## config.mk

```make
export PLATFORM = sky130hd
export DESIGN_NAME = sync_inc_counter_flat
export DESIGN_NICKNAME = d
export VERILOG_FILES = /design/src/rtl/sync_inc_counter_pkg.sv /design/src/rtl/sync_inc_counter_if.sv /design/src/rtl/sync_inc_counter_t_stage.sv /design/src/rtl/sync_inc_counter.sv /design/src/flat_wrapper.sv
export SDC_FILE = /design/constraint.sdc
export NUM_CORES = 1
export LEC_CHECK = 0
export ABC_AREA = 1
export ABC_CLOCK_PERIOD_IN_PS = 2000
export BUFFER_PORTS_ARGS = -buffer_cell sky130_fd_sc_hd__buf_2
export CORE_AREA = 3 3 40 42
export DETAILED_ROUTE_END_ITERATION = 12
export DIE_AREA = 0 0 43 45
export PLACE_DENSITY_LB_ADDON = 0.12
export SETUP_SLACK_MARGIN = 0.1
export SLEW_MARGIN = 5
export SYNTH_ARGS = -nofsm -noshare
export SYNTH_HDL_FRONTEND = slang
export SYNTH_HIERARCHICAL = 1
export SYNTH_SLANG_ARGS = --single-unit
```

## constraint.sdc

```tcl
create_clock -name clock -period 2 [get_ports clock]
set_input_delay 0.4 -clock clock [delete_from_list [all_inputs] [get_ports clock]]
set_output_delay 0.4 -clock clock [all_outputs]
set_load 0.05 [all_outputs]
```

## src/rtl/sync_inc_counter_pkg.sv

```systemverilog
// sync_counter_pkg: shared constants, toggle type, terminal-value helper
// for the synchronous modulo-N counter slice (SYNC_INC_COUNTER_DOWN_EN).
package sync_counter_pkg;

  localparam int MAX_WIDTH = 16;

  // One T-input per counter bit; counters declare toggle_t [WIDTH-1:0].
  typedef logic toggle_t;

  // Count value at which the counter wraps in the given direction.
  function automatic int terminal_value(int modulus, bit up);
    return up ? (modulus - 1) : 0;
  endfunction

endpackage

```

## src/rtl/sync_inc_counter_if.sv

```systemverilog
// sync_inc_counter_if: control/status bundle of one counter.
// master drives enable/load/load_value (+up_down), slave returns status.
interface sync_inc_counter_if #(
  parameter int WIDTH = 4
);
  logic             enable;
  logic             load;
  logic [WIDTH-1:0] load_value;
`ifdef SYNC_INC_COUNTER_DOWN_EN
  logic             up_down;
`endif
  logic [WIDTH-1:0] count;
  logic             terminal;
  logic             wrap;
  logic             load_clamped;

  modport master (
    output enable, load, load_value,
`ifdef SYNC_INC_COUNTER_DOWN_EN
    output up_down,
`endif
    input  count, terminal, wrap, load_clamped
  );

  modport slave (
    input  enable, load, load_value,
`ifdef SYNC_INC_COUNTER_DOWN_EN
    input  up_down,
`endif
    output count, terminal, wrap, load_clamped
  );
endinterface

```

## src/rtl/sync_inc_counter_t_stage.sv

```systemverilog
// t_stage_sync: one T flip-flop, falling-edge clocked, sync clear.
// Ports: clock, clear (active high), t (toggle), q (state).
module t_stage_sync (
  input  logic clock,
  input  logic clear,
  input  logic t,
  output logic q
);
  logic q_r = 1'b0;

  always_ff @(negedge clock) begin
    if (clear) q_r <= 1'b0;
    else       q_r <= q_r ^ t;
  end

  assign q = q_r;
endmodule

```

## src/rtl/sync_inc_counter.sv

```systemverilog
// sync_inc_counter: synchronous modulo-MODULUS counter of T stages.
// Ports: clock, clear, bus (slave). Option: SYNC_INC_COUNTER_DOWN_EN.
module sync_inc_counter
  import sync_counter_pkg::*;
#(
  parameter int WIDTH   = 4,
  parameter int MODULUS = 16
) (
  input logic               clock,
  input logic               clear,
  sync_inc_counter_if.slave bus
);
  localparam logic [WIDTH-1:0] TOP =
    WIDTH'(terminal_value(MODULUS, 1'b1));
  localparam logic [WIDTH-1:0] BOT =
    WIDTH'(terminal_value(MODULUS, 1'b0));
  // Full binary range: the +1 carry chain wraps by itself.
  localparam bit POW2 = (MODULUS == (1 << WIDTH));

  logic [WIDTH-1:0]    count;
  logic [WIDTH-1:0]    nxt;
  toggle_t [WIDTH-1:0] tog;
  logic                up;
  logic                at_top;
  logic                at_bot;
  logic                over;
  logic                wrap_r = 1'b0;
  logic                clamp_r = 1'b0;

`ifdef SYNC_INC_COUNTER_DOWN_EN
  assign up = bus.up_down;
`else
  assign up = 1'b1;
`endif

  assign at_top = (count == TOP);
  assign at_bot = (count == BOT);
  assign over   = (bus.load_value > TOP);

  always_comb begin
    nxt = count;
    if (bus.load) begin
      nxt = over ? TOP : bus.load_value;
    end else if (bus.enable) begin
      if (up)
        nxt = (!POW2 && at_top) ? '0 : count + 1'b1;
      else
        nxt = at_bot ? TOP : count - 1'b1;
    end
  end

  // Each stage flips exactly where current and next state differ.
  assign tog = count ^ nxt;

  for (genvar i = 0; i < WIDTH; i++) begin : g_bit
    t_stage_sync u_t (
      .clock (clock),
      .clear (clear),
      .t     (tog[i]),
      .q     (count[i])
    );
  end

  always_ff @(negedge clock) begin
    if (clear) begin
      wrap_r  <= 1'b0;
      clamp_r <= 1'b0;
    end else if (bus.load) begin
      wrap_r  <= 1'b0;
      clamp_r <= over;
    end else if (bus.enable) begin
      wrap_r  <= up ? at_top : at_bot;
      clamp_r <= 1'b0;
    end else begin
      wrap_r  <= 1'b0;
      clamp_r <= 1'b0;
    end
  end

  assign bus.count        = count;
  assign bus.terminal     = bus.enable & (up ? at_top : at_bot);
  assign bus.wrap         = wrap_r;
  assign bus.load_clamped = clamp_r;
endmodule

```

## src/flat_wrapper.sv

```systemverilog
// flat-port wrapper written by rule: the top's interface ports become plain ports
module sync_inc_counter_flat import sync_counter_pkg::*;
#(
  parameter int WIDTH   = 4,
  parameter int MODULUS = 16
)
  (clock, clear, bus_enable, bus_load, bus_load_value, bus_count, bus_terminal, bus_wrap, bus_load_clamped);
  sync_inc_counter_if #(.WIDTH(WIDTH)) bus_i ();
  input logic clock;
  input logic clear;
  input wire logic [$bits(bus_i.enable)-1:0] bus_enable;
  input wire logic [$bits(bus_i.load)-1:0] bus_load;
  input wire logic [$bits(bus_i.load_value)-1:0] bus_load_value;
  output wire logic [$bits(bus_i.count)-1:0] bus_count;
  output wire logic [$bits(bus_i.terminal)-1:0] bus_terminal;
  output wire logic [$bits(bus_i.wrap)-1:0] bus_wrap;
  output wire logic [$bits(bus_i.load_clamped)-1:0] bus_load_clamped;
  assign bus_i.enable = bus_enable;
  assign bus_i.load = bus_load;
  assign bus_i.load_value = bus_load_value;
  assign bus_count = bus_i.count;
  assign bus_terminal = bus_i.terminal;
  assign bus_wrap = bus_i.wrap;
  assign bus_load_clamped = bus_i.load_clamped;
  sync_inc_counter #(.WIDTH(WIDTH), .MODULUS(MODULUS)) u_core (.clock(clock), .clear(clear), .bus(bus_i));
endmodule
```

==> flow_metrics.env <==
export IMPL_place_ws_ns=-0.2397
export IMPL_final_area_um2=695.7
export IMPL_fill_cells=128
export IMPL_synth_cells=65
export IMPL_initial_core_util=0.2833
export IMPL_ant_nets=0
export IMPL_critPathArrivalTime_ns=2.06
export IMPL_finalMaxSlewViolations=0
export IMPL_hpwlAfterDp_um=740.2
export IMPL_clk_pin_slew_ns=0.03
export IMPL_finClkSkew_ns=0.005438
export IMPL_total_leakage_power_uw=0.0003761
export IMPL_worstHoldStart="u_core/g_bit[3].u_t/q"
export IMPL_rsz0062_at_grt="true"
export IMPL_hold_path_end="u_core/g_bit[3].u_t/q"
export IMPL_placed_area_um2=554.3
export IMPL_drive_gt1_frac=0.4149
export IMPL_vias=440
export IMPL_cts_sinks=5
export IMPL_syn_mean_instance_area_um2=5.602
export IMPL_regToRegEndpoint="u_core/g_bit[0].u_t/q"
export IMPL_critPathLaunchType="flip-flop"
export IMPL_synth_edf_count=0
export IMPL_max_stage_delay_ns=0.35
export IMPL_hold_path_cell_count=3
export IMPL_hp_class="flip-flop to flip-flop"
export IMPL_power_density_nw_per_um2=747.1
export IMPL_overflow=0
export IMPL_rrSetupSlack_ns=0.73
export IMPL_yosysTopAreaCell="dfxtp_1"
export IMPL_die_y_um=45
export IMPL_place_congestion=0.7758
export IMPL_postCtsHoldBufs=0
export IMPL_synth_top_area_frac=0.2749
export IMPL_synth_warnings=6
export IMPL_synth_seq_cells=5
export IMPL_path_class="flip-flop to output pin"
export IMPL_cts_htree_levels=1
export IMPL_multi_input_area_um2=235.2
export IMPL_netlist_area_um2=364.1
export IMPL_syn2layout_area_growth_pct=91.07
export IMPL_dpl_cell_count=102
export IMPL_ff_latch_area_um2=116.4
export IMPL_antenna_found_initial=0
export IMPL_grt_pass1_vias=445
export IMPL_yosys_top_cells_count="nand2_1 (18), inv_1 (13), nor2_1 (11)"
export IMPL_path_cells="ha_4 -> nand2_4 -> nor2_4 -> buf_6"
export IMPL_stdcell_count=109
export IMPL_crit_slowest_cell="dfxtp_4"
export IMPL_final_setup_viol_count=6
export IMPL_syn_num_nets=74
export IMPL_grt_usage=0.1139
export IMPL_io_pins=15
export IMPL_violations="negative setup slack"
export IMPL_coreArea_um2=1285
export IMPL_final_util=0.5414
export IMPL_outcome="complete, but fails checks"
export IMPL_first_pass_iters=2
export IMPL_cts_tree="yes"
export IMPL_die_x_um=43
export IMPL_maxCapViolations=0
export IMPL_fin_nets=104
export IMPL_wl_per_cell_um=9.009
export IMPL_setup_ws_ns=-0.4639
export IMPL_reg2reg_depth=8
export IMPL_synth_seq_area_share=0.2749
export IMPL_detail_route_wirelength_um=982
export IMPL_grt_max_degree=8
export IMPL_cts_buffers=3
export IMPL_r2r_start="u_core/g_bit[0].u_t/q"
export IMPL_insertion_delay_ns=0.29
export IMPL_via_per_inst=4.037
export IMPL_critPathMaxFanout=2
export IMPL_initialDrtViolationCount=3
export IMPL_dieArea_um2=1935
export IMPL_grt_pass1_wl_um=1635
export IMPL_hold_viol=0
export IMPL_cp_end_kind="output pin"
export IMPL_critical_path_required_ns=1.60
export IMPL_drc=0
export IMPL_vdd_drop_max_mv=0.3405
export IMPL_cts_root_buf="clkbuf_4"
export IMPL_ys_flop_type="dfxtp_1"
export IMPL_rows=13
export IMPL_yosysMostFrequentCell="nand2_1"
export IMPL_portBuffers=13
export IMPL_holdWs_ns=0.6230
export IMPL_async_flop_share=0
export IMPL_cts_path_max_buffers=2
export IMPL_diodes=0
export IMPL_ys_top_cells_by_area="dfxtp_1 (27%), nand2_1 (19%), inv_1 (13%), nor2_1 (11%), nand3_1 (8.2%)"
export IMPL_ys_types=14
==> per-stage QoR <==
step	TNS [ns]	power (uW)
finish	-1.957	519.7
global route	-2.179	567.0
CTS	-2.023	518.5
detailed placement	-1.319	358.3
global placement	-1.315	355.4
floorplan	-0.3328	292.7
==> logic make-up after synthesis <==
group | after synthesis | synth area share
other | 1 | 0.01030
adder cells (fa/ha/maj) | 1 | 0.03436
buffers and inverters | 15 | 0.1650
AO/OA/AOI/OAI | 4 | 0.05496
AND/OR/NAND/NOR | 37 | 0.4124
flip-flops | 5 | 0.2749
XOR/XNOR | 2 | 0.04812
==> placed cells by master (no fill, tap or decap), types with 2 or more instances in the layout <==
cell type  netlist  layout
buf_2            0       5
buf_4            1      12
buf_6            0       3
buf_8            0       6
clkbuf_4         0       3
dfxtp_4          0       4
inv_1           13      14
nand2_1         18      17
nand3_1          6       6
nor2_1          11      10
xnor2_1          2       2
==> worst max-delay path by stage <==
stage	start	to	slack (ns)
detailed placement	u_core/g_bit[1].u_t/q	bus_terminal	-0.24
global route	u_core/g_bit[1].u_t/q	bus_terminal	-0.50
CTS	u_core/g_bit[0].u_t/q	bus_terminal	-0.47
floorplan	u_core/g_bit[1].u_t/q	bus_terminal	-0.33
global placement	u_core/g_bit[1].u_t/q	bus_terminal	-0.24
finish	u_core/g_bit[1].u_t/q	bus_terminal	-0.46
==> metal layers <==
metal,vias up,GRT usage,share of wire
met5,-,0,0
met4,0,0.1024,0.0081
met3,2,0.02789,0.060
met2,11,0.1766,0.48
met1,178,0.1295,0.45
li1,249,-,-
==> power by group <==
part,internal (uW),leakage (uW),switching (uW)
registers,117,0.0000442,10.8
clock network,83.7,0.0000458,59.1
logic,116,0.000286,133
==> registers in the layout, summed over array words and instances, names as in the netlist <==
name / count
u_core/bus.wrap: 1
u_core/g_bit.u_t/q: 4
==> worst max-delay path, delay by kind of cell (launching register included) <==
kind                     cells  cell delay, ns
adder cells (fa/ha/maj)      1            0.14
buffers and inverters        1            0.16
flip-flops                   1            0.35
AND/OR/NAND/NOR              2            0.13
==> cell type report <==
type / instances / area share
Clock buffer: 3 / 0.03237
Clock inverter: 6 / 0.03237
Inverter: 9 / 0.05935
Multi-Input combinational cell: 45 / 0.3381
Sequential cell: 5 / 0.1673
Tap cell: 15 / 0.02698
Timing Repair Buffer: 26 / 0.3435
==> repair_timing <==
action	in CTS	in global routing
hold endpoints to repair	0	0
pin swaps	1	7
setup buffers	3	1
setup endpoints to repair	6	8
gates resized for setup	17	13
No activity file was read; power rests on OpenSTA's default activity.
